<file path="src/rtl/serial_subtractor.sv">
// Bit-serial two's-complement subtractor: D = A - B - b_in, one bit per clock, LSB first.
// One full-subtractor cell is reused WIDTH times with the borrow carried in a flop.
module serial_subtractor #(
   parameter int WIDTH = 4
) (
   input  logic             clock,
   input  logic             reset,
   input  logic             start,
   input  logic [WIDTH-1:0] a,
   input  logic [WIDTH-1:0] b,
   input  logic             b_in,
   output logic [WIDTH-1:0] d,
   output logic             b_out,
   output logic             overflow,
   output logic             busy,
   output logic             done
);

   localparam int CW = $clog2(WIDTH) + 1;
   localparam logic [CW-1:0] CNT_LAST = CW'(WIDTH - 1);
   localparam logic [CW-1:0] CNT_MSB_IN = CW'(WIDTH - 2);

   typedef enum logic [1:0] {
      IDLE = 2'd0,
      RUN  = 2'd1,
      DONE = 2'd2
   } state_e;

   state_e           state_q, state_d;
   logic [WIDTH-1:0] sa_q, sa_d;
   logic [WIDTH-1:0] sb_q, sb_d;
   logic [WIDTH-1:0] acc_q, acc_d;
   logic [CW-1:0]    cnt_q, cnt_d;
   logic             borrow_q, borrow_d;
   logic             msb_bin_q, msb_bin_d;
   logic [WIDTH-1:0] d_q, d_d;
   logic             b_out_q, b_out_d;
   logic             overflow_q, overflow_d;

   logic x, y, w, dbit, borrow_nxt;

   always_comb begin
      x          = sa_q[0];
      y          = sb_q[0];
      w          = borrow_q;
      dbit       = x ^ y ^ w;
      borrow_nxt = (~x & y) | (~x & w) | (y & w);

      state_d    = state_q;
      sa_d       = sa_q;
      sb_d       = sb_q;
      acc_d      = acc_q;
      cnt_d      = cnt_q;
      borrow_d   = borrow_q;
      msb_bin_d  = msb_bin_q;
      d_d        = d_q;
      b_out_d    = b_out_q;
      overflow_d = overflow_q;

      case (state_q)
         IDLE, DONE: begin
            // DONE accepts a new request directly so back-to-back ops cost no idle cycle.
            if (start) begin
               state_d  = RUN;
               sa_d     = a;
               sb_d     = b;
               borrow_d = b_in;
               cnt_d    = '0;
               acc_d    = '0;
            end else begin
               state_d = IDLE;
            end
         end
         RUN: begin
            borrow_d = borrow_nxt;
            acc_d    = {dbit, acc_q[WIDTH-1:1]};
            sa_d     = sa_q >> 1;
            sb_d     = sb_q >> 1;
            cnt_d    = cnt_q + CW'(1);
            if (cnt_q == CNT_MSB_IN) begin
               msb_bin_d = borrow_nxt;
            end
            if (cnt_q == CNT_LAST) begin
               d_d        = {dbit, acc_q[WIDTH-1:1]};
               b_out_d    = borrow_nxt;
               overflow_d = msb_bin_q ^ borrow_nxt;
               state_d    = DONE;
            end
         end
         default: state_d = IDLE;
      endcase
   end

   always_ff @(posedge clock) begin
      if (reset) begin
         state_q    <= IDLE;
         sa_q       <= '0;
         sb_q       <= '0;
         acc_q      <= '0;
         cnt_q      <= '0;
         borrow_q   <= 1'b0;
         msb_bin_q  <= 1'b0;
         d_q        <= '0;
         b_out_q    <= 1'b0;
         overflow_q <= 1'b0;
      end else begin
         state_q    <= state_d;
         sa_q       <= sa_d;
         sb_q       <= sb_d;
         acc_q      <= acc_d;
         cnt_q      <= cnt_d;
         borrow_q   <= borrow_d;
         msb_bin_q  <= msb_bin_d;
         d_q        <= d_d;
         b_out_q    <= b_out_d;
         overflow_q <= overflow_d;
      end
   end

   assign d        = d_q;
   assign b_out    = b_out_q;
   assign overflow = overflow_q;
   assign busy     = (state_q == RUN);
   assign done     = (state_q == DONE);

endmodule

</file>
<file path="config.mk">
export PLATFORM = sky130hd
export DESIGN_NAME = serial_subtractor
export DESIGN_NICKNAME = d
export VERILOG_FILES = /design/src/rtl/serial_subtractor.sv
export SDC_FILE = /design/constraint.sdc
export NUM_CORES = 1
export LEC_CHECK = 0
export BUFFER_PORTS_ARGS = -buffer_cell sky130_fd_sc_hd__buf_4
export CAP_MARGIN = 5
export CORE_MARGIN = 8
export CORE_UTILIZATION = 30
export DETAILED_ROUTE_END_ITERATION = 10
export GPL_TIMING_DRIVEN = 0
export SLEW_MARGIN = 0
export SYNTH_ARGS = -nofsm -noshare
export SYNTH_HDL_FRONTEND = slang
export SYNTH_SLANG_ARGS = --single-unit
</file>
<file path="constraint.sdc">
create_clock -name clock -period 1.64 [get_ports clock]
set_clock_uncertainty 0.2 [all_clocks]
set_input_delay 0.164 -clock clock [delete_from_list [all_inputs] [get_ports clock]]
set_output_delay 0.164 -clock clock [all_outputs]
set_load 0.01 [all_outputs]
</file>
==> results of run 1 <==
## sequential cells by signal, indices dropped and copies added, names as in the netlist
| name | flops |
|---|---|
| d | 4 |
| sa_q | 4 |
| sb_q | 4 |
| acc_q | 3 |
| cnt_q | 3 |
| state_q | 2 |
| b_out | 1 |
| borrow_q | 1 |
| msb_bin_q | 1 |
| overflow | 1 |
## area by class of cell
cell class              count  area (um2)  area share [%]
flip-flops and latches     24         485            33.0
clock buffers               3        22.5            1.53
well taps                  48        60.1            4.09
repair buffers             32         265            18.0
plain buffers               9        83.8            5.70
inverters                   4        20.0            1.36
multi-input cells          85         503            34.2
clock inverters             1        30.0            2.04
## what timing repair did
action	in CTS	in global routing
buffers inserted	0	3
hold buffers	10	0
pin swaps	0	1
endpoints found under the setup margin	1	6
gates resized for setup	2	6
hold endpoints to repair	10	0
## layer usage
metal,vias up,routed length (um)
li1,488,-
met1,440,1140
met2,21,1060
met3,5,117
met4,0,44
met5,-,0
## power by group through the flow
stage | combinational (mW) | clock, mW | sequential [mW]
6_report | 0.211 | 0.438 | 0.631
3_3_place_gp | 0.187 | 0 | 0.642
4_1_cts | 0.204 | 0.448 | 0.631
3_5_place_dp | 0.190 | 0 | 0.643
5_1_grt | 0.235 | 0.464 | 0.635
2_1_floorplan | 0.135 | 0 | 0.638
## synth_stat cells
cell	instances	area share, %
sky130_fd_sc_hd__xor2_1	1	0.80
sky130_fd_sc_hd__dfxtp_1	24	44
sky130_fd_sc_hd__inv_4	1	0.57
sky130_fd_sc_hd__buf_4	2	1.4
sky130_fd_sc_hd__buf_6	4	4.1
sky130_fd_sc_hd__o21a_1	1	0.69
sky130_fd_sc_hd__a21oi_1	14	6.4
sky130_fd_sc_hd__a311oi_1	6	4.8
sky130_fd_sc_hd__inv_1	3	1.0
sky130_fd_sc_hd__buf_12	1	1.8
sky130_fd_sc_hd__nor2_1	10	3.4
sky130_fd_sc_hd__and2b_2	2	1.6
sky130_fd_sc_hd__nand3b_1	1	0.69
sky130_fd_sc_hd__a311oi_2	2	2.8
sky130_fd_sc_hd__ha_1	3	3.4
sky130_fd_sc_hd__mux2i_1	1	0.92
sky130_fd_sc_hd__nand3_1	13	6.0
sky130_fd_sc_hd__nand2_2	1	0.57
sky130_fd_sc_hd__buf_2	1	0.46
sky130_fd_sc_hd__nand2b_1	5	2.9
sky130_fd_sc_hd__fa_1	1	1.8
sky130_fd_sc_hd__nand2_1	23	7.9
sky130_fd_sc_hd__and4bb_2	1	1.1
sky130_fd_sc_hd__clkbuf_1	2	0.69
## metrics by stage
step | hold slack [ns] | util (%) | instance area, um2
2_1_floorplan | 0.0319 | - | 1090
3_3_place_gp | 0.184 | 36.2 | 1290
3_5_place_dp | 0.189 | 36.2 | 1290
4_1_cts | 0.0692 | 40.2 | 1440
5_1_grt | 0.0917 | 41.1 | 1470
6_report | 0.0816 | 41.1 | 1470
## tightest hold or removal path: stages
cell and delay [ns]:
sky130_fd_sc_hd__buf_4 0.08, sky130_fd_sc_hd__nand2b_1 0.06, sky130_fd_sc_hd__buf_6 0.13, sky130_fd_sc_hd__nand2_1 0.06
sky130_fd_sc_hd__a311oi_1 0.08
## kinds of logic (layout without fill, tap and decap cells)
group                    Yosys count  after routing  share of synthesized area [%]
buffers and inverters             14             49                           10.1
flip-flops                        24             24                           44.0
multiplexers                       1              1                          0.917
AO/OA/AOI/OAI                     23             23                           14.7
XOR/XNOR                           1              1                          0.803
AND/OR/NAND/NOR                   56             56                           24.2
adder cells (fa/ha/maj)            4              4                           5.28
## worst max path at each step
| stage | slack (ns) | cells after the start | start | to |
|---|---|---|---|---|
| floorplan | 0.16 | 5 | sa_q[0] | overflow |
| global placement | 0.07 | 5 | sa_q[0] | overflow |
| detailed placement | 0.03 | 6 | cnt_q[1] | d[1] |
| CTS | 0.01 | 6 | cnt_q[1] | b_out |
| global route | -0.006 | 6 | cnt_q[0] | state_q[1] |
| finish | 0.06 | 6 | cnt_q[0] | d[1] |
==> metrics.json, run 1 <==
{
  "run_status": "complete, no violations",
  "grt.total_usage_pct": 8.44,
  "place_hpwl_um": 1750,
  "timing_worst_setup_path_type": "register to register",
  "post_route_cells_drive_above_1_share_pct": 28.5,
  "power.share.sequential_pct": 49.3,
  "grt.met2_usage_pct": 13.3,
  "finalHoldViolCount": 0,
  "cp_common_cell": "sky130_fd_sc_hd__ha_1",
  "max_freq_mhz": 634,
  "post-layout-total-power_mw": 1.28,
  "global_route.usage.met1_pct": 10.2,
  "grt_pass1_vias": 929,
  "crit_chain": "ha_1, ha_1, buf_4, nand3b_1, nand2_1, a21oi_1",
  "timing.final.ws_setup_ns": 0.0617,
  "globalRoute.totalOverflow": 0,
  "tritoncts": "built",
  "critPathMaxFanout": 9,
  "area_delta_synth_final_pct": 34.7,
  "timing.critical_path.required_ns": 1.70,
  "grt_start_max_net_pins": 15,
  "die_w_um": 76.3,
  "power.share.clock_pct": 34.2,
  "critPathSlowestCell": "sky130_fd_sc_hd__dfxtp_2",
  "detailroute.via_count": 954,
  "detail_route.iter0.violations": 52,
  "power.density_nw_per_um2": 870,
  "startpoint_of_the_worst_hold_path": "start",
  "fp.coreArea_um2": 3580,
  "internal_power_mw": 0.968,
  "worst_hold_path.num_cells": 5,
  "drc": 0,
  "cp-start-kind": "register",
  "postSynthAreaPerCell_um2": 8.87,
  "worst_skew_pair.late_latency_ns": 0.32,
  "mostFrequentLayoutCells": "sky130_fd_sc_hd__buf_4 (25), sky130_fd_sc_hd__nand2_1 (23), sky130_fd_sc_hd__dfxtp_1 (20), sky130_fd_sc_hd__a21oi_1 (14), sky130_fd_sc_hd__nand3_1 (13)",
  "dp_worst_setup_slack_ns": 0.0334,
  "timing.critical_path.buf_inv": 1,
  "boundaryPins": 20,
  "synth.distinct_cells": 24,
  "synth.cell_area_um2": 1090,
  "layout.cells.most_common": "sky130_fd_sc_hd__buf_4",
  "r2r_start": "cnt_q[0]",
  "cts_root_buffer": "sky130_fd_sc_hd__clkbuf_4",
  "relSlewSlack_pct": 67.5,
  "p_switching_mw": 0.311,
  "critical_path.reg2reg.endpoint": "d[1]",
  "total_leakage_power_nw": 0.584,
  "syn-instance-count": 123,
  "clock-sinks": 24,
  "yosys_register_bits": 24,
  "number_of_buffers_added_on_ports": 19,
  "route.antenna.remaining_nets": 0,
  "floorplan.die.height_um": 76.3,
  "clock_path_buffers": 2,
  "final_worst_path_cycle_share_pct": 96.2,
  "n_antenna_cell": 0,
  "finish.net_count": 175,
  "hold_path.class": "input port to register",
  "cp.arrival_ns": 1.64,
  "switching_share_pct": 24.3,
  "overall_die_area_um2": 5820,
  "cp_top_family": "adder cells",
  "worst-slew-pin-transition_ns": 0.487,
  "wl_per_cell_um": 11.5,
  "max-cap-violations": 0,
  "timing.reg2reg.worst_path_depth": 6,
  "timing.setup.tns_ns": 0,
  "fill_cells": 392,
  "r2r_slack_ns": 0.06,
  "worst_setup_hold_path_clk_slew_ns": 0.14,
  "synth.yosys.warnings": 0,
  "hold_end": "sa_q[1]",
  "grt_pass1_wl_um": 4150,
  "finalCriticalPeriod_ns": 1.58,
  "vias_per_cell": 4.63,
  "synthesis.nets": 139,
  "cp-end-kind": "register",
  "yosysSeqAreaShare_pct": 44.0,
  "initial_core_util_pct": 30.5,
  "comb_power_share_pct": 16.5,
  "gp_routability_congestion": 0.754,
  "post-place-cells": 190,
  "grt.busiest_layer": "met2",
  "slew_violations": 0,
  "critical-path-max-stage-delay_ns": 0.35,
  "antenna_found_initial": 0,
  "cts_max_level": 1,
  "irDropWorstVdd_uv": 336,
  "finalSetupViolCount": 0,
  "cts_inserted_buffers": 3,
  "std_cell_rows": 22,
  "post_layout_nonfiller_instances": 206,
  "detail_route.first_pass.iterations": 4,
  "met3_usage_pct": 2.48,
  "drt-total-wl_um": 2360
}
No activity file was read; power rests on OpenSTA's default activity.
==> run 2: changes to the inputs <==
- BUFFER_PORTS_ARGS: -buffer_cell sky130_fd_sc_hd__buf_4 -> not set
- DONT_BUFFER_PORTS: not set -> 1
==> metrics.json, run 2 (synthesis results as in run 1) <==
{
  "area_delta_synth_final_pct": 23.2,
  "route.antenna.remaining_nets": 0,
  "post_route_cells_drive_above_1_share_pct": 19.7,
  "hold-worst-slack_ns": 0.0286,
  "critPathSlowestCell": "sky130_fd_sc_hd__dfxtp_1",
  "finalSetupViolCount": 0,
  "cp-end-kind": "output pin",
  "die_w_um": 76.3,
  "final_worst_path_cycle_share_pct": 94.5,
  "finalCriticalPeriod_ns": 1.55,
  "drt-total-wl_um": 2500,
  "cp.arrival_ns": 1.19,
  "tritoncts": "built",
  "antenna_found_initial": 0,
  "dp_worst_setup_slack_ns": 0.0582,
  "drc": 0,
  "grt_pass1_vias": 907,
  "finish.net_count": 159,
  "post-place-cells": 171,
  "clock-sinks": 24,
  "max-cap-violations": 0,
  "internal_power_mw": 0.843,
  "grt_start_max_net_pins": 14,
  "clock_path_buffers": 2,
  "cp-start-kind": "register",
  "layout.cells.most_common": "sky130_fd_sc_hd__nand2_1",
  "final_util_pct": 37.6,
  "critPathMaxFanout": 10,
  "grt.busiest_layer": "met2",
  "detail_route.first_pass.iterations": 4,
  "overall_die_area_um2": 5820,
  "cts_max_level": 1,
  "relSlewSlack_pct": 66.9,
  "timing.setup.tns_ns": 0,
  "std_cell_rows": 22,
  "switching_share_pct": 25.7,
  "place_hpwl_um": 1820,
  "fp.coreArea_um2": 3580,
  "cts_root_buffer": "sky130_fd_sc_hd__clkbuf_4",
  "grt.met2_usage_pct": 14.8,
  "gp_routability_congestion": 0.781,
  "power.density_nw_per_um2": 845,
  "boundaryPins": 20,
  "timing.final.ws_setup_ns": 0.0901,
  "timing_worst_setup_path_type": "register to output pin",
  "vias_per_cell": 4.73,
  "n_antenna_cell": 0,
  "detail_route.iter0.violations": 40,
  "slew_violations": 0,
  "mostFrequentLayoutCells": "sky130_fd_sc_hd__nand2_1 (23), sky130_fd_sc_hd__dfxtp_1 (21), sky130_fd_sc_hd__nand3_1 (13), sky130_fd_sc_hd__a21oi_1 (13), sky130_fd_sc_hd__dlygate4sd3_1 (11)",
  "finalHoldViolCount": 0,
  "grt.total_usage_pct": 8.75,
  "globalRoute.totalOverflow": 0,
  "global_route.usage.met1_pct": 9.74,
  "run_status": "complete, no violations",
  "worst-slew-pin-transition_ns": 0.496,
  "power.share.clock_pct": 27.2,
  "number_of_buffers_added_on_ports": 0,
  "worst_skew_pair.late_latency_ns": 0.31,
  "unrepaired_setup_endpoints_after_global_routing": "false",
  "initial_core_util_pct": 30.5,
  "grt_pass1_wl_um": 4220,
  "floorplan.die.height_um": 76.3,
  "cts_inserted_buffers": 3,
  "critical-path-max-stage-delay_ns": 0.36,
  "detailroute.via_count": 899,
  "power.share.sequential_pct": 55.7,
  "irDropWorstVdd_uv": 369,
  "wl_per_cell_um": 13.2,
  "hold_path.class": "input port to register",
  "post_layout_nonfiller_instances": 190,
  "comb_power_share_pct": 17.2,
  "worst_setup_hold_path_clk_slew_ns": 0.13,
  "total_leakage_power_nw": 0.498,
  "cp_common_cell": "sky130_fd_sc_hd__buf_6",
  "timing.critical_path.required_ns": 1.28,
  "max_freq_mhz": 645,
  "met3_usage_pct": 4.48,
  "p_switching_mw": 0.292,
  "crit_chain": "nand2b_1, buf_6, inv_4, buf_6"
}
run 2: routing by layer:
layer	wire length (um)	vias up
met4	5	0
met5	0	-
met2	1180	19
li1	-	455
met3	185	2
met1	1130	423
run 2: cell type report:
type / count / area [um2]
Sequential cell: 24 / 484
Buffer: 10 / 98.8
Fill cell: 389 / 2230
Inverter: 4 / 17.5
Multi-Input combinational cell: 85 / 507
Tap cell: 48 / 60.1
Timing Repair Buffer: 15 / 140
Clock buffer: 4 / 36.3
run 2: power groups by stage:
stage | clock network (mW) | registers, mW | logic (mW)
CTS | 0.319 | 0.631 | 0.190
global route | 0.351 | 0.636 | 0.217
floorplan | 0 | 0.638 | 0.135
finish | 0.308 | 0.632 | 0.195
detailed placement | 0 | 0.644 | 0.165
global placement | 0 | 0.642 | 0.163
run 2: metrics by stage:
stage,instance area (um2),power (mW)
2_1_floorplan,1090,0.773
3_3_place_gp,1150,0.805
3_5_place_dp,1150,0.810
4_1_cts,1300,1.14
5_1_grt,1340,1.20
6_report,1340,1.14
run 2: repair_timing:
| action | in CTS | in global routing |
|---|---|---|
| hold endpoints to repair | 10 | 0 |
| buffers inserted | 0 | 4 |
| setup endpoints to repair | 0 | 6 |
| hold buffers | 11 | 0 |
| resized for setup | 0 | 8 |
run 2: worst paths after layout:
kind | from | endpoint | slack, ns | depth (start not counted)
setup / recovery | state_q[1] | busy | 0.09 | 4
hold / removal | reset | msb_bin_q | 0.03 | 2
setup reg to reg | cnt_q[1] | b_out | 0.13 | 6
hold reg to reg | acc_q[1] | acc_q[1] | 0.28 | 2
run 2: worst max-delay path, delay by kind of cell, from the launching register on:
kind / cells / cell delay (ns)
flip-flops: 1 / 0.36
buffers and inverters: 3 / 0.35
AND/OR/NAND/NOR: 1 / 0.16
